==> config.mk <==
export PLATFORM = sky130hd
export DESIGN_NAME = fb_arbiter
export DESIGN_NICKNAME = d
export VERILOG_FILES = /design/src/rtl/fb_pkg.sv /design/src/rtl/fb_wr_fifo.sv /design/src/rtl/fb_arbiter.sv
export SDC_FILE = /design/constraint.sdc
export NUM_CORES = 1
export LEC_CHECK = 0
export BUFFER_PORTS_ARGS = -buffer_cell sky130_fd_sc_hd__buf_2
export CAP_MARGIN = 30
export CORE_ASPECT_RATIO = 1.25
export CORE_MARGIN = 2
export CORE_UTILIZATION = 60
export CTS_CLUSTER_DIAMETER = 80
export DETAILED_ROUTE_END_ITERATION = 16
export HOLD_SLACK_MARGIN = 0.15
export PLACE_DENSITY_LB_ADDON = 0.3
export SETUP_SLACK_MARGIN = 0.3
export SLEW_MARGIN = 10
export SYNTH_ARGS = -nofsm -noshare
export SYNTH_HDL_FRONTEND = slang
export SYNTH_SLANG_ARGS = --single-unit
==> constraint.sdc <==
create_clock -name clk -period 6.1 [get_ports clk]
set_clock_uncertainty 0.15 [all_clocks]
set_input_delay 0.61 -clock clk [delete_from_list [all_inputs] [get_ports clk]]
set_output_delay 0.61 -clock clk [all_outputs]
set_load 0.1 [all_outputs]
==> src/rtl/fb_pkg.sv <==
// Shared constants and state encoding for the frame-buffer arbiter.
package fb_pkg;
  localparam int FB_W   = 320;
  localparam int FB_H   = 240;
  localparam int ADDR_W = 17;
  localparam int DATA_W = 16;
  localparam int VGA_W  = 640;
  localparam int VGA_H  = 480;

  typedef enum logic {
    WAIT_FRAME = 1'b0,
    RUN        = 1'b1
  } fb_state_e;
endpackage

==> src/rtl/fb_wr_fifo.sv <==
// Small synchronous FIFO for queued camera writes. DEPTH must be a power of 2.
module fb_wr_fifo #(
  parameter int DEPTH = 8,
  parameter int WIDTH = 33
) (
  input  logic             clk,
  input  logic             rst_n,
  input  logic             push,
  input  logic [WIDTH-1:0] din,
  input  logic             pop,
  output logic [WIDTH-1:0] dout,
  output logic             full,
  output logic             empty
);
  localparam int AW = $clog2(DEPTH);

  logic [WIDTH-1:0] mem [DEPTH];
  logic [AW:0]      wp, rp;

  // Extra pointer bit separates full from empty when the indices match.
  assign empty = (wp == rp);
  assign full  = (wp[AW] != rp[AW]) && (wp[AW-1:0] == rp[AW-1:0]);
  assign dout  = mem[rp[AW-1:0]];

  // Pointer update; push and pop in the same cycle both take effect.
  always_ff @(posedge clk or negedge rst_n) begin
    if (!rst_n) begin
      wp <= '0;
      rp <= '0;
    end else begin
      if (push && !full)  wp <= wp + 1'b1;
      if (pop  && !empty) rp <= rp + 1'b1;
    end
  end

  // Storage write; contents need no reset since the pointers gate visibility.
  always_ff @(posedge clk) begin
    if (push && !full) mem[wp[AW-1:0]] <= din;
  end
endmodule

==> src/rtl/fb_arbiter.sv <==
// Shares the frame-buffer SPRAM between 2x-upscaled VGA scan-out reads
// and queued camera writes. Reads own every even active column; writes
// drain into all other slots. Coordinates to pixel latency is 3 cycles.
module fb_arbiter import fb_pkg::*; #(
  parameter int FB_W       = fb_pkg::FB_W,
  parameter int FB_H       = fb_pkg::FB_H,
  parameter int ADDR_W     = fb_pkg::ADDR_W,
  parameter int DATA_W     = fb_pkg::DATA_W,
  parameter int FIFO_DEPTH = 8
) (
  input  logic              clk,
  input  logic              rst_n,
  input  logic [9:0]        vga_row,
  input  logic [9:0]        vga_col,
  input  logic              vga_valid,
  input  logic              cam_wr_valid,
  output logic              cam_wr_ready,
  input  logic [ADDR_W-1:0] cam_wr_addr,
  input  logic [DATA_W-1:0] cam_wr_data,
  output logic [ADDR_W-1:0] mem_addr,
  output logic [DATA_W-1:0] mem_wdata,
  output logic              mem_we,
  input  logic [DATA_W-1:0] mem_rdata,
  output logic [DATA_W-1:0] pix_data,
  output logic              pix_valid
);
  typedef struct packed {
    logic [ADDR_W-1:0] addr;
    logic [DATA_W-1:0] data;
  } wr_req_t;

  localparam int                STAGES    = 2;
  localparam logic [ADDR_W-1:0] LINE_STEP = ADDR_W'(FB_W);
  localparam logic [ADDR_W-1:0] LAST_LINE = ADDR_W'((FB_H - 1) * FB_W);
  localparam logic [9:0]        LAST_COL  = 10'(VGA_W - 1);

  fb_state_e         state;
  logic [ADDR_W-1:0] line_base, base_now, rd_addr;
  logic              frame_start, running, rd_slot, push, pop, full, empty;
  wr_req_t           wr_in, wr_head;
  logic [STAGES:0]   vld_pipe;
  logic [STAGES-1:0] rd_pipe;

  // Slot decision: the origin pixel itself is already a read slot.
  assign frame_start  = (vga_row == '0) && (vga_col == '0);
  assign running      = (state == RUN) || frame_start;
  assign rd_slot      = running && vga_valid && !vga_col[0];
  assign pop          = !rd_slot && !empty;
  assign cam_wr_ready = rst_n && !full;
  assign push         = cam_wr_valid && cam_wr_ready;
  assign wr_in        = {cam_wr_addr, cam_wr_data};

  // Row 0 forces the base combinationally so the first read of a frame is
  // correct even though the register still holds the previous frame's end.
  assign base_now = (vga_row == '0) ? '0 : line_base;
  assign rd_addr  = base_now + ADDR_W'(vga_col[9:1]);

  fb_wr_fifo #(
    .DEPTH (FIFO_DEPTH),
    .WIDTH ($bits(wr_req_t))
  ) u_fifo (
    .clk   (clk),
    .rst_n (rst_n),
    .push  (push),
    .din   (wr_in),
    .pop   (pop),
    .dout  (wr_head),
    .full  (full),
    .empty (empty)
  );

  // Frame sync: wait for the scan origin, then stay in RUN until reset.
  always_ff @(posedge clk or negedge rst_n) begin
    if (!rst_n)           state <= WAIT_FRAME;
    else if (frame_start) state <= RUN;
  end

  // Line base steps by one framebuffer line at the end of each odd active row.
  always_ff @(posedge clk or negedge rst_n) begin
    if (!rst_n)
      line_base <= '0;
    else if (vga_row == '0)
      line_base <= '0;
    else if (vga_valid && vga_row[0] && (vga_col == LAST_COL) && (line_base != LAST_LINE))
      line_base <= line_base + LINE_STEP;
  end

  // Memory port: read wins its slot, otherwise drain one queued write.
  always_ff @(posedge clk or negedge rst_n) begin
    if (!rst_n) begin
      mem_addr  <= '0;
      mem_wdata <= '0;
      mem_we    <= 1'b0;
    end else if (rd_slot) begin
      mem_addr  <= rd_addr;
      mem_we    <= 1'b0;
    end else if (pop) begin
      mem_addr  <= wr_head.addr;
      mem_wdata <= wr_head.data;
      mem_we    <= 1'b1;
    end else begin
      mem_we    <= 1'b0;
    end
  end

  // Valid and read-strobe pipelines aligned to the SPRAM read latency.
  always_ff @(posedge clk or negedge rst_n) begin
    if (!rst_n) begin
      vld_pipe <= '0;
      rd_pipe  <= '0;
    end else begin
      vld_pipe <= {vld_pipe[STAGES-1:0], running && vga_valid};
      rd_pipe  <= {rd_pipe[STAGES-2:0], rd_slot};
    end
  end

  // Pixel register: capture returning read data, hold it for the odd column.
  always_ff @(posedge clk or negedge rst_n) begin
    if (!rst_n)                   pix_data <= '0;
    else if (!vld_pipe[STAGES-1]) pix_data <= '0;
    else if (rd_pipe[STAGES-1])   pix_data <= mem_rdata;
  end

  assign pix_valid = vld_pipe[STAGES];
endmodule
==> results.sh <==
export IMPL_drtIter0Drc=450
export IMPL_synth_area_top_cells="edfxtp_1 59%, dfrtp_1 14%, mux4_2 11%"
export IMPL_path_delay_family="simple AND/OR/NAND/NOR gates"
export IMPL_antenna_found_initial=1
export IMPL_tightest_slew_ns=0.930
export IMPL_post_cts_resized=0
export IMPL_drtPass1Iterations=5
export IMPL_slew_violations=0
export IMPL_hold_violations=0
export IMPL_finalCritPeriodShare=0.602
export IMPL_drtAntennaViolNets=0
export IMPL_grt_pass1_vias=7504
export IMPL_p_leak_uw=0.00564
export IMPL_layout_common_cells="264 x edfxtp_1, 123 x buf_2, 72 x dfrtp_1"
export IMPL_r2r_setup_slack_ns=2.43
export IMPL_ios=125
export IMPL_syn_inst=742
export IMPL_cp_cell_sequence="buf_4 > xnor2_1 > a41oi_1 > nand2_1 > or2_1 > nor3_4 > buf_4"
export IMPL_vias=7142
export IMPL_die_h_um=172
export IMPL_core_um2=22100
export IMPL_holdPathStages=3
export IMPL_hpwl_mm=16.5
export IMPL_routedWlPerCell_um=22.2
export IMPL_hold_ws_ns=0.182
export IMPL_ys_seq_area_frac=0.727
export IMPL_gp_congestion=0.860
export IMPL_worstSkewPairLatency_ns=0.55
export IMPL_avgSynthCellArea_um2=18.2
export IMPL_setup_viol=0
export IMPL_fin_cells=1184
export IMPL_hp_start="mem_rdata[13]"
export IMPL_required_ns=6.16
export IMPL_grt_max_degree=72
export IMPL_rsz0062_at_grt="no"
export IMPL_track_usage=0.225
export IMPL_area_growth_synth_to_final_pct=15.4
export IMPL_yosysTopAreaCell="edfxtp_1"
export IMPL_cts_sinks=339
export IMPL_vdd_ir_drop_max_v=0.000652
export IMPL_drive_above_1_share=0.300
export IMPL_cts_htree_levels=1
export IMPL_die_area_um2=23700
export IMPL_cts_tree="done"
export IMPL_status="completed"
export IMPL_r2r_end="u_fifo.mem[0][13]"
export IMPL_wl_mm=26.2
export IMPL_path_class="flip-flop to flip-flop"
export IMPL_cp_max_fo=37
export IMPL_end_kind="flip-flop"
export IMPL_finalNetCount=957
export IMPL_cts_root_buf="clkbuf_16"
export IMPL_clkSlewWorstSetupHoldPaths_ns=0.06
export IMPL_worst_ep_arrival_time_ns=3.73
export IMPL_synth_flop_cell="edfxtp_1"
export IMPL_crit_path_start_kind="flip-flop"
export IMPL_power_density_nw_per_um2=479
export IMPL_synth_seq_cells=339
export IMPL_ys_types=56
export IMPL_grt_pass1_wl_mm=41.5
export IMPL_fp_row_count=61
export IMPL_detail_route_vias_per_cell=6.03
export IMPL_reg2reg_depth=7
export IMPL_post_cts_buffers=0
export IMPL_timing_fmax_mhz=272
export IMPL_die_w_um=138
export IMPL_cts_inserted_buffers=30
export IMPL_synth_enable_flop_cells=264
export IMPL_reg2reg_from="u_fifo.rp[2]"
export IMPL_critPathMaxStageDelay_ns=0.61
export IMPL_overflow=0
export IMPL_ys_warn_count=0
export IMPL_hold_path_class="input port to flip-flop"
export IMPL_min_to="pix_data[13]"
export IMPL_clockBufferDepth=3
export IMPL_portBuffers=124
export IMPL_maxSlewHeadroom=0.380
export IMPL_crit_slowest_cell="nor3_4"
export IMPL_start_util=0.609
export IMPL_path_buf_inv=2
export IMPL_layout_commonest_cell="edfxtp_1"
export IMPL_async_flop_share=0.221
export IMPL_min_period_ns=3.67
export IMPL_dp_cells=1125
export IMPL_synth_top_area_frac=0.588
export IMPL_critPathMostFrequentCell="buf_4"
export IMPL_synth_nets=823
export IMPL_fin_setup_tns_ns=0
export IMPL_cap_violations=0
export IMPL_drc=0
export IMPL_netlist_area_um2=13500
per-stage QoR:
stage	setup slack, ns	utilization	cell area (um2)	total power, uW
final	2.43	0.703	15600	7460
after global routing	2.27	0.703	15600	7750
after CTS	2.44	0.702	15500	7520
after detailed placement	2.46	0.658	14600	5690
after global placement	2.62	0.651	14400	5600
after floorplan	1.03	-	13500	5080
sequential cells by signal, summed over array words and instances, names as in the netlist:
register    cells
u_fifo.mem    264
mem_addr       17
mem_wdata      16
pix_data       16
line_base      11
u_fifo.rp       4
u_fifo.wp       4
vld_pipe        3
rd_pipe         2
mem_we          1
state           1
synth_stat cells (8+ instances only):
master / count
o21ai_0: 21
nor2_1: 22
clkbuf_1: 14
nand4_1: 9
xnor2_1: 11
xor2_1: 18
ha_1: 8
nor2b_1: 17
dfrtp_1: 75
edfxtp_1: 264
nand2_1: 47
mux4_2: 66
o21ai_1: 21
mux2i_1: 49
buf_2: 15
timing repair:
action	in CTS	in global routing
endpoints found under the hold margin	4	0
hold buffers	1	0
setup endpoints to repair	0	0
power by group:
part	switching [uW]	internal (uW)	leakage [uW]	total, uW
clock	783	1060	0.000473	1840
combinational	1760	847	0.00184	2610
sequential	202	2810	0.00333	3010
total	2750	4710	0.00564	7460
routing by layer:
layer / wire (um) / track usage / part of all wire
met1: 10600 / 0.302 / 0.40
met2: 13500 / 0.387 / 0.51
met3: 1590 / 0.0379 / 0.061
met4: 563 / 0.0661 / 0.021
met5: 0 / 0 / 0
final cells by class:
class | count | area, um2
sequential | 339 | 9810
fill | 1367 | 6560
multi-input combinational | 360 | 3550
timing repair buffer | 140 | 863
clock buffer | 45 | 858
tap | 283 | 354
clock inverter | 11 | 109
inverter | 5 | 18.8
antenna | 1 | 2.50
worst reg2reg max path: stages (launching register included):
cell	delay, ns
dfrtp_2	0.34
buf_4	0.52
xnor2_1	0.23
a41oi_1	0.44
nand2_1	0.19
or2_1	0.39
nor3_4	0.61
buf_4	0.46
worst max path at each step:
stage,to,slack [ns],cells past startpoint,start
after floorplan,u_fifo.mem[2][0],1.03,6,u_fifo.rp[2]
after global placement,u_fifo.mem[0][13],2.62,7,u_fifo.rp[2]
after detailed placement,u_fifo.mem[0][0],2.46,7,u_fifo.rp[2]
after CTS,u_fifo.mem[0][9],2.44,7,u_fifo.rp[2]
after global routing,u_fifo.mem[0][9],2.27,6,u_fifo.rp[0]
final,u_fifo.mem[0][13],2.43,7,u_fifo.rp[2]
cell families after synthesis:
group	share of synthesized area
mux	0.148
other cells	0.000278
buf+inv	0.0154
flops	0.727
compound gates	0.0307
simple gates	0.0523
xor+xnor	0.0188
fa+ha+maj	0.00742
Power figures use the tool's default switching activity.
